### config.mk
export PLATFORM = sky130hd
export DESIGN_NAME = core_bus_arbiter
export DESIGN_NICKNAME = d
export VERILOG_FILES = /design/src/rtl/core_bus_arbiter.sv
export SDC_FILE = /design/constraint.sdc
export NUM_CORES = 1
export LEC_CHECK = 0
export BUFFER_PORTS_ARGS = -buffer_cell sky130_fd_sc_hd__buf_2
export CORE_ASPECT_RATIO = 1.5
export CORE_MARGIN = 10
export CORE_UTILIZATION = 45
export CTS_CLUSTER_SIZE = 14
export DETAILED_ROUTE_END_ITERATION = 8
export PLACE_DENSITY = 0.84
export SYNTH_ARGS = -nofsm -noshare
export SYNTH_HDL_FRONTEND = slang
export SYNTH_SLANG_ARGS = --single-unit
### constraint.sdc
create_clock -name clk -period 2.3 [get_ports clk]
set_input_delay 0.345 -clock clk [delete_from_list [all_inputs] [get_ports clk]]
set_output_delay 0.345 -clock clk [all_outputs]
set_load 0.05 [all_outputs]
### src/rtl/core_bus_arbiter.sv
// Shares one memory port between instruction fetch and data access; optional ARBITER_ROUND_ROBIN_EN fairness.
// Latency: grant registered one cycle after the request is seen; completion forwarded combinationally.
// Backpressure: requesters hold until their rsp; a silent memory is aborted by the watchdog.
module core_bus_arbiter #(
    parameter int TIMEOUT_CYCLES = 1024,
    parameter int ADDR_WIDTH     = 32
) (
    input  logic                  clk,
    input  logic                  rst_n,
    input  logic                  instr_req_i,
    input  logic                  instr_flush_i,
    input  logic [ADDR_WIDTH-1:0] instr_addr_i,
    output logic                  instr_rsp_o,
    output logic [31:0]           instr_data_o,
    input  logic                  data_rd_i,
    input  logic                  data_wr_i,
    input  logic [ADDR_WIDTH-1:0] data_addr_i,
    input  logic [31:0]           data_write_i,
    output logic                  data_rsp_o,
    output logic [31:0]           data_read_o,
    output logic                  mem_rd_o,
    output logic                  mem_wr_o,
    output logic [ADDR_WIDTH-1:0] mem_addr_o,
    output logic [31:0]           mem_write_o,
    input  logic                  mem_rsp_i,
    input  logic [31:0]           mem_read_i,
    output logic                  bus_error_o
);
    typedef enum logic [1:0] {IDLE, INSTR_BUSY, DATA_BUSY, INSTR_DROP} state_t;

    localparam int CW = (TIMEOUT_CYCLES > 0) ? $clog2(TIMEOUT_CYCLES + 1) : 1;
    localparam logic [CW-1:0] LIMIT   = (TIMEOUT_CYCLES > 0) ? CW'(TIMEOUT_CYCLES - 1) : '0;
    localparam logic [CW-1:0] CNT_MAX = '1;

    state_t                  state, state_nxt;
    logic [CW-1:0]           cnt, cnt_nxt;
    logic                    rd_nxt, wr_nxt;
    logic [ADDR_WIDTH-1:0]   addr_nxt;
    logic [31:0]             wdat_nxt;
    logic                    busy, expired, done, data_req, instr_ok, pick_data;

`ifdef ARBITER_ROUND_ROBIN_EN
    typedef enum logic {LAST_INSTR, LAST_DATA} grant_t;
    grant_t last, last_nxt;
`endif

    assign busy     = (state != IDLE);
    assign expired  = (TIMEOUT_CYCLES > 0) && busy && (cnt == LIMIT) && !mem_rsp_i;
    assign done     = busy && (mem_rsp_i || expired);
    assign data_req = data_rd_i | data_wr_i;
    // a flush in the request cycle cancels the fetch before it is ever granted
    assign instr_ok = instr_req_i & ~instr_flush_i;

`ifdef ARBITER_ROUND_ROBIN_EN
    assign pick_data = data_req && (!instr_ok || last == LAST_INSTR);
`else
    assign pick_data = data_req;
`endif

    always_comb begin
        state_nxt    = state;
        cnt_nxt      = cnt;
        rd_nxt       = mem_rd_o;
        wr_nxt       = mem_wr_o;
        addr_nxt     = mem_addr_o;
        wdat_nxt     = mem_write_o;
        instr_rsp_o  = 1'b0;
        instr_data_o = 32'h0;
        data_rsp_o   = 1'b0;
        data_read_o  = 32'h0;
        bus_error_o  = expired;
`ifdef ARBITER_ROUND_ROBIN_EN
        last_nxt     = last;
`endif
        case (state)
            IDLE: begin
                if (pick_data) begin
                    state_nxt = DATA_BUSY;
                    rd_nxt    = data_rd_i;
                    wr_nxt    = data_wr_i;
                    addr_nxt  = data_addr_i;
                    wdat_nxt  = data_write_i;
                    cnt_nxt   = '0;
`ifdef ARBITER_ROUND_ROBIN_EN
                    last_nxt  = LAST_DATA;
`endif
                end else if (instr_ok) begin
                    state_nxt = INSTR_BUSY;
                    rd_nxt    = 1'b1;
                    wr_nxt    = 1'b0;
                    addr_nxt  = instr_addr_i;
                    wdat_nxt  = 32'h0;
                    cnt_nxt   = '0;
`ifdef ARBITER_ROUND_ROBIN_EN
                    last_nxt  = LAST_INSTR;
`endif
                end
            end
            INSTR_BUSY: begin
                if (done) begin
                    instr_rsp_o = !instr_flush_i;
                    if (!instr_flush_i && !expired) instr_data_o = mem_read_i;
                end else if (instr_flush_i) begin
                    state_nxt = INSTR_DROP;
                end
            end
            DATA_BUSY: begin
                if (done) begin
                    data_rsp_o = 1'b1;
                    if (!expired) data_read_o = mem_read_i;
                end
            end
            default: ;
        endcase
        // the dropped fetch still runs to completion on the memory side
        if (done) begin
            state_nxt = IDLE;
            rd_nxt    = 1'b0;
            wr_nxt    = 1'b0;
        end else if (busy && cnt != CNT_MAX) begin
            cnt_nxt = cnt + 1'b1;
        end
    end

    always_ff @(posedge clk) begin
        if (!rst_n) begin
            state       <= IDLE;
            cnt         <= '0;
            mem_rd_o    <= 1'b0;
            mem_wr_o    <= 1'b0;
            mem_addr_o  <= '0;
            mem_write_o <= 32'h0;
`ifdef ARBITER_ROUND_ROBIN_EN
            last        <= LAST_INSTR;
`endif
        end else begin
            state       <= state_nxt;
            cnt         <= cnt_nxt;
            mem_rd_o    <= rd_nxt;
            mem_wr_o    <= wr_nxt;
            mem_addr_o  <= addr_nxt;
            mem_write_o <= wdat_nxt;
`ifdef ARBITER_ROUND_ROBIN_EN
            last        <= last_nxt;
`endif
        end
    end
endmodule

==> results of run 1 <==
==> routing by layer <==
metal	up-vias	GRT usage (%)	share of wire [%]	wire, um
met5	-	0	0	0
li1	2131	-	-	-
met4	0	4.61	0.63	93
met2	158	39.3	54	8010
met3	8	7.26	9.6	1420
met1	2011	23.5	35	5190
==> cells by family after synthesis <==
family	Yosys count	synth area share, %
AO/OA/AOI/OAI	126	24.4
buffers and inverters	47	5.03
AND/OR/NAND/NOR	210	29.5
adder cells (fa/ha/maj)	1	0.319
XOR/XNOR	1	0.223
multiplexers	1	0.255
flip-flops	79	40.3
==> critical path, delay by kind of cell (launching register included) <==
family / cells / cell delay [ns]
AND/OR/NAND/NOR: 2 / 0.31
buffers and inverters: 3 / 0.73
flip-flops: 1 / 0.49
==> metrics by stage <==
stage                     setup slack (ns)  hold WS, ns  cell area [um^2]  total power, mW
final                               0.0999        0.284              5620             4.03
after global routing              0.000654        0.282              5620             4.21
after CTS                           0.0364        0.269              5610             4.08
after detailed placement             0.179        0.449              5330             2.73
after global placement               0.322        0.448              5330             2.70
after floorplan                      0.233        0.454              3940             2.38
==> worst max-delay path by stage <==
stage / end / slack (ns) / start
final: instr_data_o[8] / 0.1 / state[0]$_SDFFE_PP0P_
after global routing: instr_data_o[1] / 0.0007 / state[0]$_SDFFE_PP0P_
after CTS: data_rsp_o / 0.04 / cnt[0]$_SDFF_PN0_
after detailed placement: data_read_o[0] / 0.18 / state[1]$_SDFFE_PP0P_
after global placement: data_read_o[24] / 0.32 / state[1]$_SDFFE_PP0P_
after floorplan: data_rsp_o / 0.23 / cnt[0]$_SDFF_PN0_
==> layout make-up <==
class / instances / area (um^2)
clock inverters: 7 / 52.6
multi-input cells: 339 / 2180
inverters: 4 / 15.0
diodes: 1 / 2.50
fillers: 705 / 2840
repair buffers: 277 / 1430
clock buffers: 9 / 225
well taps: 107 / 134
flip-flops and latches: 79 / 1580
==> cell usage after synthesis (all sizes together) (2+ instances only) <==
| library cell | number |
|---|---|
| a211o | 3 |
| a21oi | 4 |
| a22oi | 32 |
| a31oi | 3 |
| a41oi | 2 |
| and2 | 66 |
| and3 | 9 |
| buf | 10 |
| clkbuf | 33 |
| dfxtp | 79 |
| inv | 4 |
| nand2 | 39 |
| nand2b | 2 |
| nand3 | 40 |
| nor2 | 10 |
| nor2b | 32 |
| nor3 | 5 |
| nor3b | 2 |
| o211a | 32 |
| o21ai | 37 |
==> power breakdown <==
group,internal [mW],switching (mW),leakage [nW]
Clock,0.743,0.593,0.137
Sequential,1.48,0.0609,0.651
Combinational,0.347,0.809,2.30
==> flip-flops by register name, indices dropped and copies added (netlist names) <==
signal	cells
cnt	11
mem_addr_o	32
mem_rd_o	1
mem_wr_o	1
mem_write_o	32
state	2
==> impl_metrics.json, run 1 <==
{
  "place.gp.congestion": 0.897,
  "hp-start": "instr_req_i",
  "avgRoutedWirePerCell_um": 17.9,
  "synth_cell_types": 49,
  "path_clk_slew_ns": 0.06,
  "synth-edff-count": 0,
  "leakage_nw": 3.09,
  "start_util_pct": 46.4,
  "rsz0062_at_grt": "no",
  "ys.flop_type": "dfxtp_1",
  "yosys.area.top_type_share_pct": 40.3,
  "synthArstFlopShare_pct": 0,
  "maxSlewViolCount": 0,
  "finalCritPeriodShare_pct": 95.7,
  "worst_slew_pin_slew_ns": 0.574,
  "port_buffers": 267,
  "root_buffer": "clkbuf_16",
  "drt.antenna.violating_nets": 0,
  "post-place-cells": 806,
  "drt-initial-drc-count": 271,
  "skew_ns": 0.00615,
  "dr.pass1.iters": 4,
  "hold_depth": 3,
  "final_common_cell": "buf_2",
  "peakVddDrop_mv": 0.562,
  "reg2reg_depth": 5,
  "max_stage_delay_ns": 0.49,
  "r2r_end": "cnt[5]$_SDFF_PN0_",
  "crit_path_end_kind": "output port",
  "drc": 0,
  "holdBufCountCts": 0,
  "setup_viol": 0,
  "syn_to_final_growth_pct": 43.2,
  "crit_fanout": 32,
  "pwr_density_cell_nw_per_um2": 717,
  "cpMostUsedCell": "buf_4",
  "grt_pass1_wl_um": 22800,
  "clkSinkCount": 79,
  "overflow": 0,
  "synth_top_area_cell": "dfxtp_1",
  "dieArea_um2": 12900,
  "syn_area_um2": 3930,
  "via_per_inst": 5.23,
  "final_cells": 823,
  "setup_tns_ns": 0,
  "worstPathArrival_ns": 1.86,
  "fmax_mhz": 455,
  "grt_start_max_net_pins": 67,
  "antenna_found_initial": 0,
  "layout.nets": 846,
  "start_kind": "register",
  "grt_pass1_vias": 4437,
  "dieWidth_um": 96.3,
  "vias": 4308,
  "maxCapViolCount": 0,
  "hp-class": "in2reg",
  "crit_type": "reg2out",
  "cp_slowest_cell": "dfxtp_1",
  "clkLatencyLatePin_ns": 0.33,
  "r2r_slack_ns": 0.50,
  "r2r_start": "cnt[0]$_SDFF_PN0_",
  "ioPinCount": 268,
  "avgSynthCellArea_um2": 8.45,
  "dieHeight_um": 134,
  "htree_levels": 3,
  "relSlewSlack_pct": 61.7,
  "syn_inst": 465,
  "rows": 41,
  "post-route-min-period_ns": 2.20,
  "required_ns": 1.96,
  "syn_nets": 601,
  "cts_resized": 2,
  "hold_viol": 0,
  "synth_area_leaders": "dfxtp_1 40%, and2_1 10%, o211a_1 8.2%",
  "cts_setup_buffers": 0,
  "drive_above_1_share_pct": 42.8,
  "post-dp-hpwl_um": 11700,
  "clk_path_buf_depth": 2,
  "yosys_warnings": 0,
  "fin_util_pct": 66.4,
  "cts_made_buffers": 9,
  "final_cell_mix": "265 x buf_2, 79 x dfxtp_1, 65 x and2_1",
  "grtUsageTotal_pct": 21.8,
  "hold_end": "state[0]$_SDFFE_PP0P_",
  "synth.yosys.seq_area_share_pct": 40.3,
  "outcome": "finished clean",
  "path_cells": "buf_4 > and3_1 > buf_4 > and2_1 > buf_2",
  "fp.coreArea_um2": 8460,
  "cts_tree": "built",
  "ys_seq_elements": 79,
  "drt-total-wl_um": 14700
}
Power figures use the tool's default switching activity.
==> run 2, diff against run 1 <==
- ABC_AREA: not set -> 1
- CORE_UTILIZATION: 45 -> 47
- PLACE_DENSITY: 0.84 -> 0.85
==> impl_metrics.json, run 2 <==
{
  "rsz0062_at_grt": "yes",
  "fill_cells": 654,
  "post-place-cells": 991,
  "crit_path_end_kind": "output port",
  "grt_start_max_net_pins": 46,
  "place.gp.congestion": 0.993,
  "ys_seq_elements": 79,
  "final_cells": 1016,
  "dpl_cell_area_um2": 5610,
  "overflow": 0,
  "drt-initial-drc-count": 417,
  "crit_type": "reg2out",
  "cts_tree": "built",
  "seqPwrFrac_pct": 34.3,
  "clk_path_buf_depth": 2,
  "post-route-min-period_ns": 2.26,
  "synth_area_leaders": "dfxtp_1 37%, nand2_1 16%, nor2_1 6.5%",
  "syn_nets": 784,
  "via_per_inst": 5.36,
  "p_switching_mw": 1.91,
  "r2r_slack_ns": 0.42,
  "required_ns": 1.96,
  "maxCapViolCount": 0,
  "reg2reg_depth": 11,
  "peakVddDrop_mv": 0.650,
  "htree_levels": 3,
  "synth-edff-count": 0,
  "r2r_start": "cnt[0]$_SDFF_PN0_",
  "hp-start": "data_write_i[22]",
  "yosys-top-cells-count": "186 x nand2_1, 79 x dfxtp_1, 73 x nor2_1",
  "yosys.area.top_type_share_pct": 37.2,
  "grt_pass1_vias": 5339,
  "maxSlewViolCount": 0,
  "vias": 5448,
  "dieArea_um2": 13300,
  "drt-total-wl_um": 18200,
  "dr.pass1.iters": 5,
  "avgRoutedWirePerCell_um": 17.9,
  "worstPathArrival_ns": 1.92,
  "start_util_pct": 48.1,
  "finalCritPeriodShare_pct": 98.3,
  "skew_ns": 0.00822,
  "hold_viol": 0,
  "yosys_warnings": 0,
  "ioPinCount": 268,
  "hp-class": "in2reg",
  "final_cell_mix": "234 x buf_2, 185 x nand2_1, 75 x dfxtp_1",
  "area.sequential_um2": 1590,
  "pwr_density_cell_nw_per_um2": 725,
  "layout.nets": 1036,
  "root_buffer": "clkbuf_16",
  "clkSinkCount": 79,
  "holdBufCountCts": 0,
  "fmax_mhz": 442,
  "post-dp-hpwl_um": 12600,
  "crit_path_start": "cnt[0]$_SDFF_PN0_",
  "synth_cell_types": 30,
  "relSlewSlack_pct": 62.2,
  "p_int_mw": 2.85,
  "leakage_nw": 3.29,
  "final_common_cell": "buf_2",
  "setup_viol": 0,
  "final_area_um2": 6570,
  "worst_slew_pin_slew_ns": 0.566,
  "combPwrFrac_pct": 36.7,
  "rows": 42,
  "crit_fanout": 8,
  "start_kind": "register",
  "yosysMostFrequentCell": "nand2_1",
  "drt.antenna.violating_nets": 0,
  "r2r_end": "cnt[6]$_SDFF_PN0_",
  "path_clk_slew_ns": 0.06,
  "drc": 0,
  "syn_to_final_growth_pct": 54.7,
  "synth_top_area_cell": "dfxtp_1",
  "clkLatencyLatePin_ns": 0.33,
  "synth.yosys.seq_area_share_pct": 37.2,
  "synthArstFlopShare_pct": 0,
  "outcome": "finished clean",
  "port_buffers": 267,
  "syn_inst": 648,
  "ys.flop_type": "dfxtp_1",
  "pwr-share-clk_pct": 29.0,
  "antenna_found_initial": 0,
  "dieHeight_um": 136,
  "reg_top3": "mem_addr_o x32, mem_write_o x32, cnt x11",
  "grt_pass1_wl_um": 27000,
  "cts_made_buffers": 9,
  "syn_area_um2": 4250,
  "drive_above_1_share_pct": 43.0,
  "swShare_pct": 40.2,
  "multi_input_area_um2": 2430,
  "grtUsageTotal_pct": 24.5,
  "fp.coreArea_um2": 8830,
  "fin_ws_ns": 0.0389,
  "critical_path.endpoint": "data_read_o[15]",
  "avgSynthCellArea_um2": 6.56,
  "dieWidth_um": 97.6,
  "dp_slack_ns": 0.0782
}
-- run 2: cell types whose count changed after synthesis, moves of 8 or more --
cell	delta
and2_1	-65
inv_1	+49
clkbuf_1	-8
a21oi_1	+32
nand4_1	+33
nor2b_1	-32
a31oi_1	+29
nand2_1	+147
and3_1	-8
nor2_1	+64
o211a_1	-32
a22oi_1	-32
nand3_2	+12
-- run 2: worst min-delay path by stage --
stage | to | depth (start not counted)
after global placement | mem_write_o[0]$_SDFFE_PN0P_ | 2
after floorplan | cnt[10]$_SDFF_PN0_ | 2
after detailed placement | mem_write_o[8]$_SDFFE_PN0P_ | 2
final | mem_write_o[22]$_SDFFE_PN0P_ | 3
after CTS | mem_write_o[14]$_SDFFE_PN0P_ | 3
after global routing | mem_write_o[29]$_SDFFE_PN0P_ | 3
-- run 2: layout make-up --
| class | count | share of cell area [%] |
|---|---|---|
| Clock buffer | 13 | 4.11 |
| Inverter | 55 | 3.22 |
| Tap cell | 110 | 2.09 |
| Timing Repair Buffer | 292 | 28.9 |
| Multi-Input combinational cell | 463 | 37.1 |
| Sequential cell | 79 | 24.2 |
| Clock inverter | 3 | 0.381 |
| Antenna cell | 1 | 0.0381 |
-- run 2: repair_timing --
action / in CTS / in global routing
setup endpoints to repair: 33 / 37
pin swaps: 4 / 4
gates cloned: 2 / 0
setup buffers: 7 / 2
gates resized for setup: 129 / 57
-- run 2: power groups by stage --
stage / Combinational [mW] / Clock (mW) / Sequential (mW)
finish: 1.75 / 1.38 / 1.64
global placement: 1.60 / 0 / 1.65
detailed placement: 1.62 / 0 / 1.66
global route: 1.87 / 1.46 / 1.65
CTS: 1.71 / 1.40 / 1.63
floorplan: 0.690 / 0 / 2.14
-- run 2: per-stage QoR --
step                      utilization [%]  total power [mW]  hold WS [ns]  TNS (ns)
after floorplan                         -              2.83         0.439         0
after detailed placement             63.6              3.27         0.450         0
after global routing                 74.4              4.98         0.258     -1.83
after CTS                            72.5              4.74         0.251    -0.853
after global placement               63.6              3.25         0.445         0
final                                74.4              4.76         0.260         0
-- run 2: critical path: stages (launching register included) --
cell	delay [ns]
dfxtp_2	0.35
ha_4	0.15
nand3_4	0.08
nor2_4	0.10
nand3_2	0.08
nand2_2	0.09
nand2_4	0.07
nor2_8	0.17
buf_8	0.17
nand3_2	0.08
inv_2	0.07
buf_6	0.15
-- run 2: metal layers --
layer	routed length [um]	vias up	track usage (%)
met4	511	0	7.86
met2	8930	367	43.1
met3	2210	47	10.9
met1	6570	2410	25.5
li1	-	2624	-
met5	0	-	0
-- run 2: cell families after synthesis --
group / Yosys count / share of synthesized area [%]
flops: 79 / 37.2
xor+xnor: 2 / 0.412
simple gates: 354 / 37.4
compound gates: 106 / 13.8
fa+ha+maj: 1 / 0.295
buf+inv: 106 / 10.9
